[src/rtl/ifu_if.sv]
// Fetch-unit bus bundle: instruction-memory request/response, execute-stage
// redirect and the decoder-facing instruction handshake.
interface ifu_if;
    logic        imem_req_valid;
    logic        imem_req_ready;
    logic [31:0] imem_req_addr;
    logic        imem_resp_valid;
    logic [31:0] imem_resp_data;
    logic        redirect_valid;
    logic [31:0] redirect_pc;
    logic        inst_valid;
    logic        inst_ready;
    logic [31:0] inst;
    logic [31:0] inst_pc;

    // Fetch-unit side
    modport master (
        output imem_req_valid, imem_req_addr, inst_valid, inst, inst_pc,
        input  imem_req_ready, imem_resp_valid, imem_resp_data,
               redirect_valid, redirect_pc, inst_ready
    );

    // Environment side: memory, execute stage and decoder
    modport slave (
        input  imem_req_valid, imem_req_addr, inst_valid, inst, inst_pc,
        output imem_req_ready, imem_resp_valid, imem_resp_data,
               redirect_valid, redirect_pc, inst_ready
    );
endinterface

[src/rtl/ifu.sv]
// Instruction fetch unit: PC register, single-outstanding fetch FSM and a
// small {pc, inst} FIFO feeding the decoder. A redirect flushes the FIFO and
// restarts fetch; a response already in flight is dropped via StDrop.
module ifu #(
    parameter logic [31:0] RESET_PC = 32'h8000_0000,
    parameter int unsigned DEPTH    = 2
) (
    input logic   clk,
    input logic   rst_n,
    ifu_if.master bus
);
    localparam int unsigned PtrW = $clog2(DEPTH);
    typedef logic [PtrW-1:0] ptr_t;
    typedef logic [PtrW:0]   cnt_t;
    localparam cnt_t Full = cnt_t'(DEPTH);

    typedef enum logic [1:0] {StIdle, StReq, StWait, StDrop} state_t;

    state_t      state_q, state_d;
    logic [31:0] pc_q, pc_d;
    ptr_t        rd_ptr_q, rd_ptr_d;
    ptr_t        wr_ptr_q, wr_ptr_d;
    cnt_t        count_q, count_d;
    logic [31:0] fifo_pc   [DEPTH];
    logic [31:0] fifo_inst [DEPTH];

    logic        pop;
    logic        push;
    cnt_t        post_pop;
    logic [31:0] redirect_target;

    assign bus.inst_valid     = (count_q != '0);
    assign bus.inst           = bus.inst_valid ? fifo_inst[rd_ptr_q] : '0;
    assign bus.inst_pc        = bus.inst_valid ? fifo_pc[rd_ptr_q] : '0;
    assign bus.imem_req_valid = (state_q == StReq);
    assign bus.imem_req_addr  = pc_q;

    assign pop             = bus.inst_valid & bus.inst_ready;
    assign post_pop        = count_q - cnt_t'(pop);
    assign redirect_target = bus.redirect_pc & 32'hFFFF_FFFC;

    // Fetch FSM next state; push only for a live response not hit by a redirect
    always_comb begin
        state_d = state_q;
        push    = 1'b0;
        unique case (state_q)
            StIdle: begin
                if (bus.redirect_valid || (post_pop < Full)) state_d = StReq;
            end
            StReq: begin
                if (bus.imem_req_ready) state_d = bus.redirect_valid ? StDrop : StWait;
            end
            StWait: begin
                if (bus.imem_resp_valid) begin
                    if (bus.redirect_valid) begin
                        state_d = StReq;
                    end else begin
                        push    = 1'b1;
                        state_d = ((post_pop + cnt_t'(1)) < Full) ? StReq : StIdle;
                    end
                end else if (bus.redirect_valid) begin
                    state_d = StDrop;
                end
            end
            StDrop: begin
                if (bus.imem_resp_valid) state_d = StReq;
            end
            default: state_d = StIdle;
        endcase
    end

    // PC and FIFO bookkeeping; a redirect clears everything, even a same-cycle pop
    always_comb begin
        pc_d     = pc_q;
        rd_ptr_d = rd_ptr_q;
        wr_ptr_d = wr_ptr_q;
        count_d  = count_q;
        if (bus.redirect_valid) begin
            pc_d     = redirect_target;
            rd_ptr_d = '0;
            wr_ptr_d = '0;
            count_d  = '0;
        end else begin
            if (push) begin
                pc_d     = pc_q + 32'd4;
                wr_ptr_d = wr_ptr_q + ptr_t'(1);
            end
            if (pop) rd_ptr_d = rd_ptr_q + ptr_t'(1);
            count_d = post_pop + cnt_t'(push);
        end
    end

    // State registers with asynchronous reset
    always_ff @(posedge clk or negedge rst_n) begin
        if (!rst_n) begin
            state_q  <= StIdle;
            pc_q     <= RESET_PC;
            rd_ptr_q <= '0;
            wr_ptr_q <= '0;
            count_q  <= '0;
        end else begin
            state_q  <= state_d;
            pc_q     <= pc_d;
            rd_ptr_q <= rd_ptr_d;
            wr_ptr_q <= wr_ptr_d;
            count_q  <= count_d;
        end
    end

    // FIFO storage; contents are only visible through inst_valid gating
    always_ff @(posedge clk) begin
        if (push) begin
            fifo_pc[wr_ptr_q]   <= pc_q;
            fifo_inst[wr_ptr_q] <= bus.imem_resp_data;
        end
    end
endmodule

[src/flat_wrapper.sv]
// flat-port wrapper written by rule: the top's interface ports become plain ports
module ifu_flat 
#(
    parameter logic [31:0] RESET_PC = 32'h8000_0000,
    parameter int unsigned DEPTH    = 2
)
  (clk, rst_n, bus_imem_req_valid, bus_imem_req_addr, bus_inst_valid, bus_inst, bus_inst_pc, bus_imem_req_ready, bus_imem_resp_valid, bus_imem_resp_data, bus_redirect_valid, bus_redirect_pc, bus_inst_ready);
  ifu_if bus_i ();
  input logic clk;
  input logic rst_n;
  output wire logic [$bits(bus_i.imem_req_valid)-1:0] bus_imem_req_valid;
  output wire logic [$bits(bus_i.imem_req_addr)-1:0] bus_imem_req_addr;
  output wire logic [$bits(bus_i.inst_valid)-1:0] bus_inst_valid;
  output wire logic [$bits(bus_i.inst)-1:0] bus_inst;
  output wire logic [$bits(bus_i.inst_pc)-1:0] bus_inst_pc;
  input wire logic [$bits(bus_i.imem_req_ready)-1:0] bus_imem_req_ready;
  input wire logic [$bits(bus_i.imem_resp_valid)-1:0] bus_imem_resp_valid;
  input wire logic [$bits(bus_i.imem_resp_data)-1:0] bus_imem_resp_data;
  input wire logic [$bits(bus_i.redirect_valid)-1:0] bus_redirect_valid;
  input wire logic [$bits(bus_i.redirect_pc)-1:0] bus_redirect_pc;
  input wire logic [$bits(bus_i.inst_ready)-1:0] bus_inst_ready;
  assign bus_imem_req_valid = bus_i.imem_req_valid;
  assign bus_imem_req_addr = bus_i.imem_req_addr;
  assign bus_inst_valid = bus_i.inst_valid;
  assign bus_inst = bus_i.inst;
  assign bus_inst_pc = bus_i.inst_pc;
  assign bus_i.imem_req_ready = bus_imem_req_ready;
  assign bus_i.imem_resp_valid = bus_imem_resp_valid;
  assign bus_i.imem_resp_data = bus_imem_resp_data;
  assign bus_i.redirect_valid = bus_redirect_valid;
  assign bus_i.redirect_pc = bus_redirect_pc;
  assign bus_i.inst_ready = bus_inst_ready;
  ifu #(.RESET_PC(RESET_PC), .DEPTH(DEPTH)) u_core (.clk(clk), .rst_n(rst_n), .bus(bus_i));
endmodule
[config.mk]
export PLATFORM = sky130hd
export DESIGN_NAME = ifu_flat
export DESIGN_NICKNAME = d
export VERILOG_FILES = /design/src/rtl/ifu_if.sv /design/src/rtl/ifu.sv /design/src/flat_wrapper.sv
export SDC_FILE = /design/constraint.sdc
export NUM_CORES = 1
export LEC_CHECK = 0
export BUFFER_PORTS_ARGS = -buffer_cell sky130_fd_sc_hd__buf_2
export CORE_UTILIZATION = 55
export CTS_CLUSTER_SIZE = 16
export DETAILED_ROUTE_END_ITERATION = 6
export GPL_TIMING_DRIVEN = 0
export PLACE_DENSITY_LB_ADDON = 0.08
export SYNTH_ARGS = -nofsm -noshare
export SYNTH_HDL_FRONTEND = slang
export SYNTH_SLANG_ARGS = --single-unit
export TNS_END_PERCENT = 100
[constraint.sdc]
create_clock -name clk -period 7.6 [get_ports clk]
set_input_delay 0.38 -clock clk [delete_from_list [all_inputs] [get_ports clk]]
set_output_delay 0.38 -clock clk [all_outputs]
set_load 0.03 [all_outputs]
======== After elaboration in Yosys (flattened, before gate mapping) ========
Memory sizes are Yosys's and may differ from the RTL's.
Cells that the tools add are included.
storage, ports and cells
  RAM bits ................................ 128
  output and inout port bits .............. 98
  memories ................................ 2
  input port bits ......................... 70
  logic and storage cells ................. 52
  bits in registers ....................... 38
operators by class
  bitwise gates (word level) .............. 1
  order comparisons ....................... 2
  reductions and logical operators ........ 6
  eq/ne operators ......................... 7
  add/sub/neg operators ................... 6
  multiplexer cells ....................... 23
memory list
  name              depth  width  rd ports  clocked after memory_dff  write ports  line       RTL
  u_core.fifo_inst  2      32     1         0                         1            ifu.sv:25  logic [31:0] fifo_inst [DEPTH];
  u_core.fifo_pc    2      32     1         0                         1            ifu.sv:24  logic [31:0] fifo_pc [DEPTH];
operator list
  cell                     count
  $mux W32                 4
  $add A32 B3 Y32 const B  1
  $mux W2                  7
  $mux W1                  11
  $pmux W2 S4              1
  $reduce_bool A2 Y1       3
  $eq A2 B2 Y1 const B     2
  $lt A2 B2 Y1 const B     2
  $ne A2 B1 Y1 const B     2
  $reduce_and A4 Y1        1
  $ne A3 B3 Y1 const B     1
  $add A1 B1 Y1 const B    2
  $add A2 B1 Y2            1
  $add A2 B1 Y2 const B    1
  $eq A2 B1 Y1 const B     1
  $logic_not A2 Y1         1
  $ne A2 B2 Y1 const B     1
  $sub A2 B1 Y2            1
  $and A1 B1 Y1            1
  $logic_or A1 B1 Y1       1

======== Logic depth before layout (Yosys ltp) ========
  depth in word-level cells ............... 9
  mapped depth ............................ 9
  depth with buffers taken out ............ 9

======== Worst setup path before layout ========
No wires, ideal clock.
  kind .................................... reg-to-reg
  start point ............................. register u_core.state_q[0]
  end point ............................... memory u_core.fifo_inst[0][0], enable pin
  clock period less this slack ............ 3,977 ps
  required time ........................... 7,118 ps
  data arrival time ....................... 3,494 ps
  cell stages (with the launch flop) ...... 5
  setup time .............................. 482 ps
  buffers on the path ..................... 0
  path slack .............................. 3,623 ps
  cells stage by stage .................... dfrtp_1 > inv_1 > ha_1 > nand3b_4 > nor2_1
between the ends
  cells in the longest elaborated chain, start to end .. 4
ends and longest elaborated chain
  element                        line        RTL
  start, declared                ifu.sv:19   state_t state_q, state_d;
  start signal, assigned         ifu.sv:96   state_q <= StIdle;
  start signal, assigned         ifu.sv:102  state_q <= state_d;
  $eq A2 B2 Y1                   ifu.sv:46   unique case (state_q)
  $mux W1                        ifu.sv:46
  $mux W1                        ifu.sv:112  if (push) begin
  $mux W1 (not written as such)  ifu.sv:114  fifo_inst[wr_ptr_q] <= bus.imem_resp_data;
  end, declared                  ifu.sv:25
Every way passes these cells.

======== Worst setup path in the final report ========
  start point ............................. register u_core.count_q[1]
  end point ............................... register u_core.state_q[0]
between the ends
  cells in the longest elaborated chain, start to end .. 9
  elaborated cells on any way between the ends .. 13
  classes of those cells .................. 2 x add/sub; 2 x order compare; 1 x eq/ne; 4 x mux; 1 x bitwise; 3 x reduce/logical
ends and longest elaborated chain
  element                 line        RTL
  start, declared         ifu.sv:23   cnt_t count_q, count_d;
  start signal, assigned  ifu.sv:106  count_q <= count_d;
  $reduce_bool A2 Y1      ifu.sv:32   assign bus.inst_valid = (count_q != '0);
  $and A1 B1 Y1           ifu.sv:38   assign pop = bus.inst_valid & bus.inst_ready;
  $sub A2 B1 Y2 (*)       ifu.sv:39   assign post_pop = count_q - cnt_t'(pop);
  $add A2 B1 Y2           ifu.sv:59   state_d = ((post_pop + cnt_t'(1)) < Full) ? StReq : StIdle;
  $lt A2 B2 Y1            ifu.sv:59
  $mux W1                 ifu.sv:59
  $mux W2                 ifu.sv:55   if (bus.redirect_valid) begin
  $mux W2                 ifu.sv:54   if (bus.imem_resp_valid) begin
  $pmux W2 S4             ifu.sv:46
Mark *: on every way between the ends. The rest lies on a longest branch, timed or not.
A chain may end at the register's enable or synchronous reset.

==> results by group <==
Clock network
  – Root buffer cell: clkbuf_16
  – H-tree depth: 4
  – CTS max path bufs: 2
  – Resized Gates After CTS: 0
  – CTS tree: yes
  – Clk sinks: 160
  – Worst-Skew Late Latency: 0.41 ns
  – Setup bufs post-CTS: 0
  – Worst-path clk slew: 0.06 ns
  – CTS buffer count: 17
  – Cts hold-fix bufs: 0

Floorplan
  – # IOs: 168
  – Core Region: 12100 µm²
  – Die area: 12900 µm²
  – Die Ht: 113 µm
  – Initial Util: 0.566
  – Width of the die: 113 µm
  – Num rows: 40

Critical path
  – R2R depth: 8
  – Worst path arrival time: 3.18 ns
  – CP Capture Type: flop
  – CP Data Required Time: 7.90 ns
  – R2r endpoint: u_core.state_q[0]
  – Setup crit start kind: flop
  – R2r startpoint: u_core.count_q[1]
  – Critical path class: flop to flop
  – Reg-to-reg slack, setup: 4.72 ns
  – CP Max Fanout: 9

Yosys
  – Async SR Flop Fraction: 0.225
  – Syn Std Cell Area: 6830 µm²
  – Area contributors post-synth: edfxtp_1, dfrtp_1, mux2i_1
  – Post-synth EDFFs: 124
  – Post-synthesis sequential area ratio: 0.678
  – Syn Area/Cell: 13.5 µm²
  – Gate Count Post-Synth: 507
  – Yosys top cell area share: 0.546
  – Yosys warns: 0
  – Commonest register cell after synthesis: edfxtp_1
  – Synth Register Bits: 160
  – Area leader, netlist: edfxtp_1
  – Distinct cells, synth: 44

Power
  – PD cells: 333 nW/µm²
  – Pleak: 3.39 nW
  – Peak supply drop: 0.193 mV

STA
  – RSZ-0062 raised after global routing: false
  – # setup viols final: 0
  – Final Hold Vio Count: 0
  – Max Freq: 347 MHz
  – Relative slew slack: 0.419
  – Total Neg Setup Slack: 0 ns
  – Worst slew pin tran: 0.869 ns
  – Clock skew: 0.00654 ns
  – Max-slew violations: 0
  – Fin crit period: 2.88 ns
  – Period utilisation layout: 0.379

Drt
  – DR pass1 iterations: 5
  – DRC errors left: 0
  – Initial DRC count: 369
  – DR vias: 4651
  – Routed Antenna Nets: 0
  – Drt via density: 5.32
  – Avg WL per Cell: 16.7 µm
  – Detailed Route WL: 14.6 mm

Final layout
  – N_diodes: 0
  – Nets: 771
  – Area growth syn-to-layout: 25.4%
  – Final Non-Filler Cells: 875
  – Share of cells above drive strength 1: 0.314
  – Post-layout util: 0.710
  – Fillers: 864

Global routing
  – Vias in the first global route: 4530
  – Gr ovfl total: 0
  – Largest net degree at the start of global routing: 37
  – Global-route wire length before repair: 22.8 mm
  – Initial antenna violation count: 0
  – GRT Resource Usage Total: 0.237

Placed design
  – GPL Wtd Cong: 0.827
  – HPWL after DPL: 10.3 mm
  – DP Cell Count: 843
  – # port buffers: 161

Flow run
  – # Max-Cap Violations: 0

Outcome
  – Status: finished, final reports clean

Worst hold path
  – Worst hold path class: input port to async pin
-- through the flow --
step	total power [W]	instance area [µm²]	hold slack [ns]	setup slack [ns]
5_1_grt	0.00297	8560	0.121	4.60
3_5_place_dp	0.00201	7950	0.524	4.73
6_report	0.00285	8560	0.0704	4.72
2_1_floorplan	0.00172	6840	0.0844	3.62
4_1_cts	0.00287	8560	0.0742	4.71
3_3_place_gp	0.00199	7850	0.516	2.01
-- layer usage --
metal / vias to the layer above / share of wire / track usage
li1: 2203 / - / -
met1: 2225 / 0.42 / 0.299
met2: 199 / 0.51 / 0.405
met3: 24 / 0.058 / 0.0489
met4: 0 / 0.018 / 0.0939
met5: - / 0 / 0
-- report_power, final --
group	internal, W	switching [W]
Clock	0.000534	0.000330
Combinational	0.000290	0.000654
Sequential	0.000998	0.0000433
Total	0.00182	0.00103
-- synth_stat cells, drive strengths merged, types with 2 or more instances --
cell type / count
a21oi: 2
and2: 5
and3: 2
and4: 5
buf: 12
clkbuf: 12
dfrtp: 35
edfxtp: 124
ha: 7
inv: 11
mux2: 2
mux2i: 64
nand2: 42
nand3: 12
nand4: 15
nor2: 76
nor2b: 2
nor3: 5
nor4: 4
o211ai: 5
o21ai: 26
or3: 2
xnor2: 11
xor2: 16
-- layout make-up --
class                           count  area [µm²]  share of cell area
Sequential cell                   160        4630               0.540
Multi-Input combinational cell    315        2080               0.242
Timing Repair Buffer              165         886               0.103
Clock buffer                       19         453              0.0529
Tap cell                          168         210              0.0246
Clock inverter                     13         160              0.0187
Buffer                             24         109              0.0127
Inverter                           11        41.3             0.00482
-- sequential cells by signal (all words and copies together) (netlist names) --
name and flops:
u_core.fifo_inst 64, u_core.count_q 2, u_core.rd_ptr_q 1, u_core.state_q 2
u_core.wr_ptr_q 1, u_core.bus.imem_req_addr 30, u_core.fifo_pc 60
-- cell families (layout without fill, tap and decap cells) --
group	after synthesis	in the layout	synth area share
AOI/OAI and AO/OA	37	37	0.0310
xor gates and xnor gates	27	27	0.0346
adders and majority gates	7	7	0.0128
buffers and inverters	35	232	0.0220
DFF	160	160	0.678
muxes	66	66	0.0972
other	1	4	0.000549
and+or+nand+nor	174	174	0.124
-- how the worst max path moves through the flow --
| stage | depth (start not counted) | endpoint | startpoint |
|---|---|---|---|
| global route | 8 | u_core.state_q[0] | u_core.count_q[1] |
| global placement | 4 | u_core.fifo_inst[1][19] | u_core.state_q[0] |
| CTS | 8 | u_core.state_q[0] | u_core.count_q[1] |
| floorplan | 4 | u_core.fifo_inst[0][0] | u_core.state_q[0] |
| detailed placement | 8 | u_core.state_q[0] | u_core.count_q[1] |
| finish | 8 | u_core.state_q[0] | u_core.count_q[1] |
-- critical path: stages (launching register included) --
cell     delay, ns
dfrtp_1       0.39
nor2_1        0.68
inv_1         0.12
and2_1        0.25
ha_1          0.21
xnor2_1       0.33
nor3b_1       0.09
nor3_1        0.30
mux2_2        0.38
-- layout by cell type (no fill, tap or decap), types with 2 or more instances in the layout --
cell and count:
clkbuf_16 17, o21ai_1 2, xnor2_1 11, nor2_4 2, conb_1 4, nor4_1 2, nand4_1 15, buf_12 4
and2_1 4, clkbuf_8 2, mux2i_1 64, o21ai_0 24, mux2_2 2, and3_1 2, nor2_1 74, a21oi_1 2
and4_1 2, xor2_1 16, clkinv_4 2, dfrtp_1 35, nor2b_1 2, ha_1 7, inv_6 2, clkinv_2 4
edfxtp_1 124, inv_1 10, buf_1 5, clkinvlp_4 2, o211ai_1 5, buf_2 164, clkbuf_1 12, and4_2 3
buf_4 4, nand2_1 42, nand3_1 11, nor3_1 5, bufinv_16 3
Power figures use the tool's default switching activity.
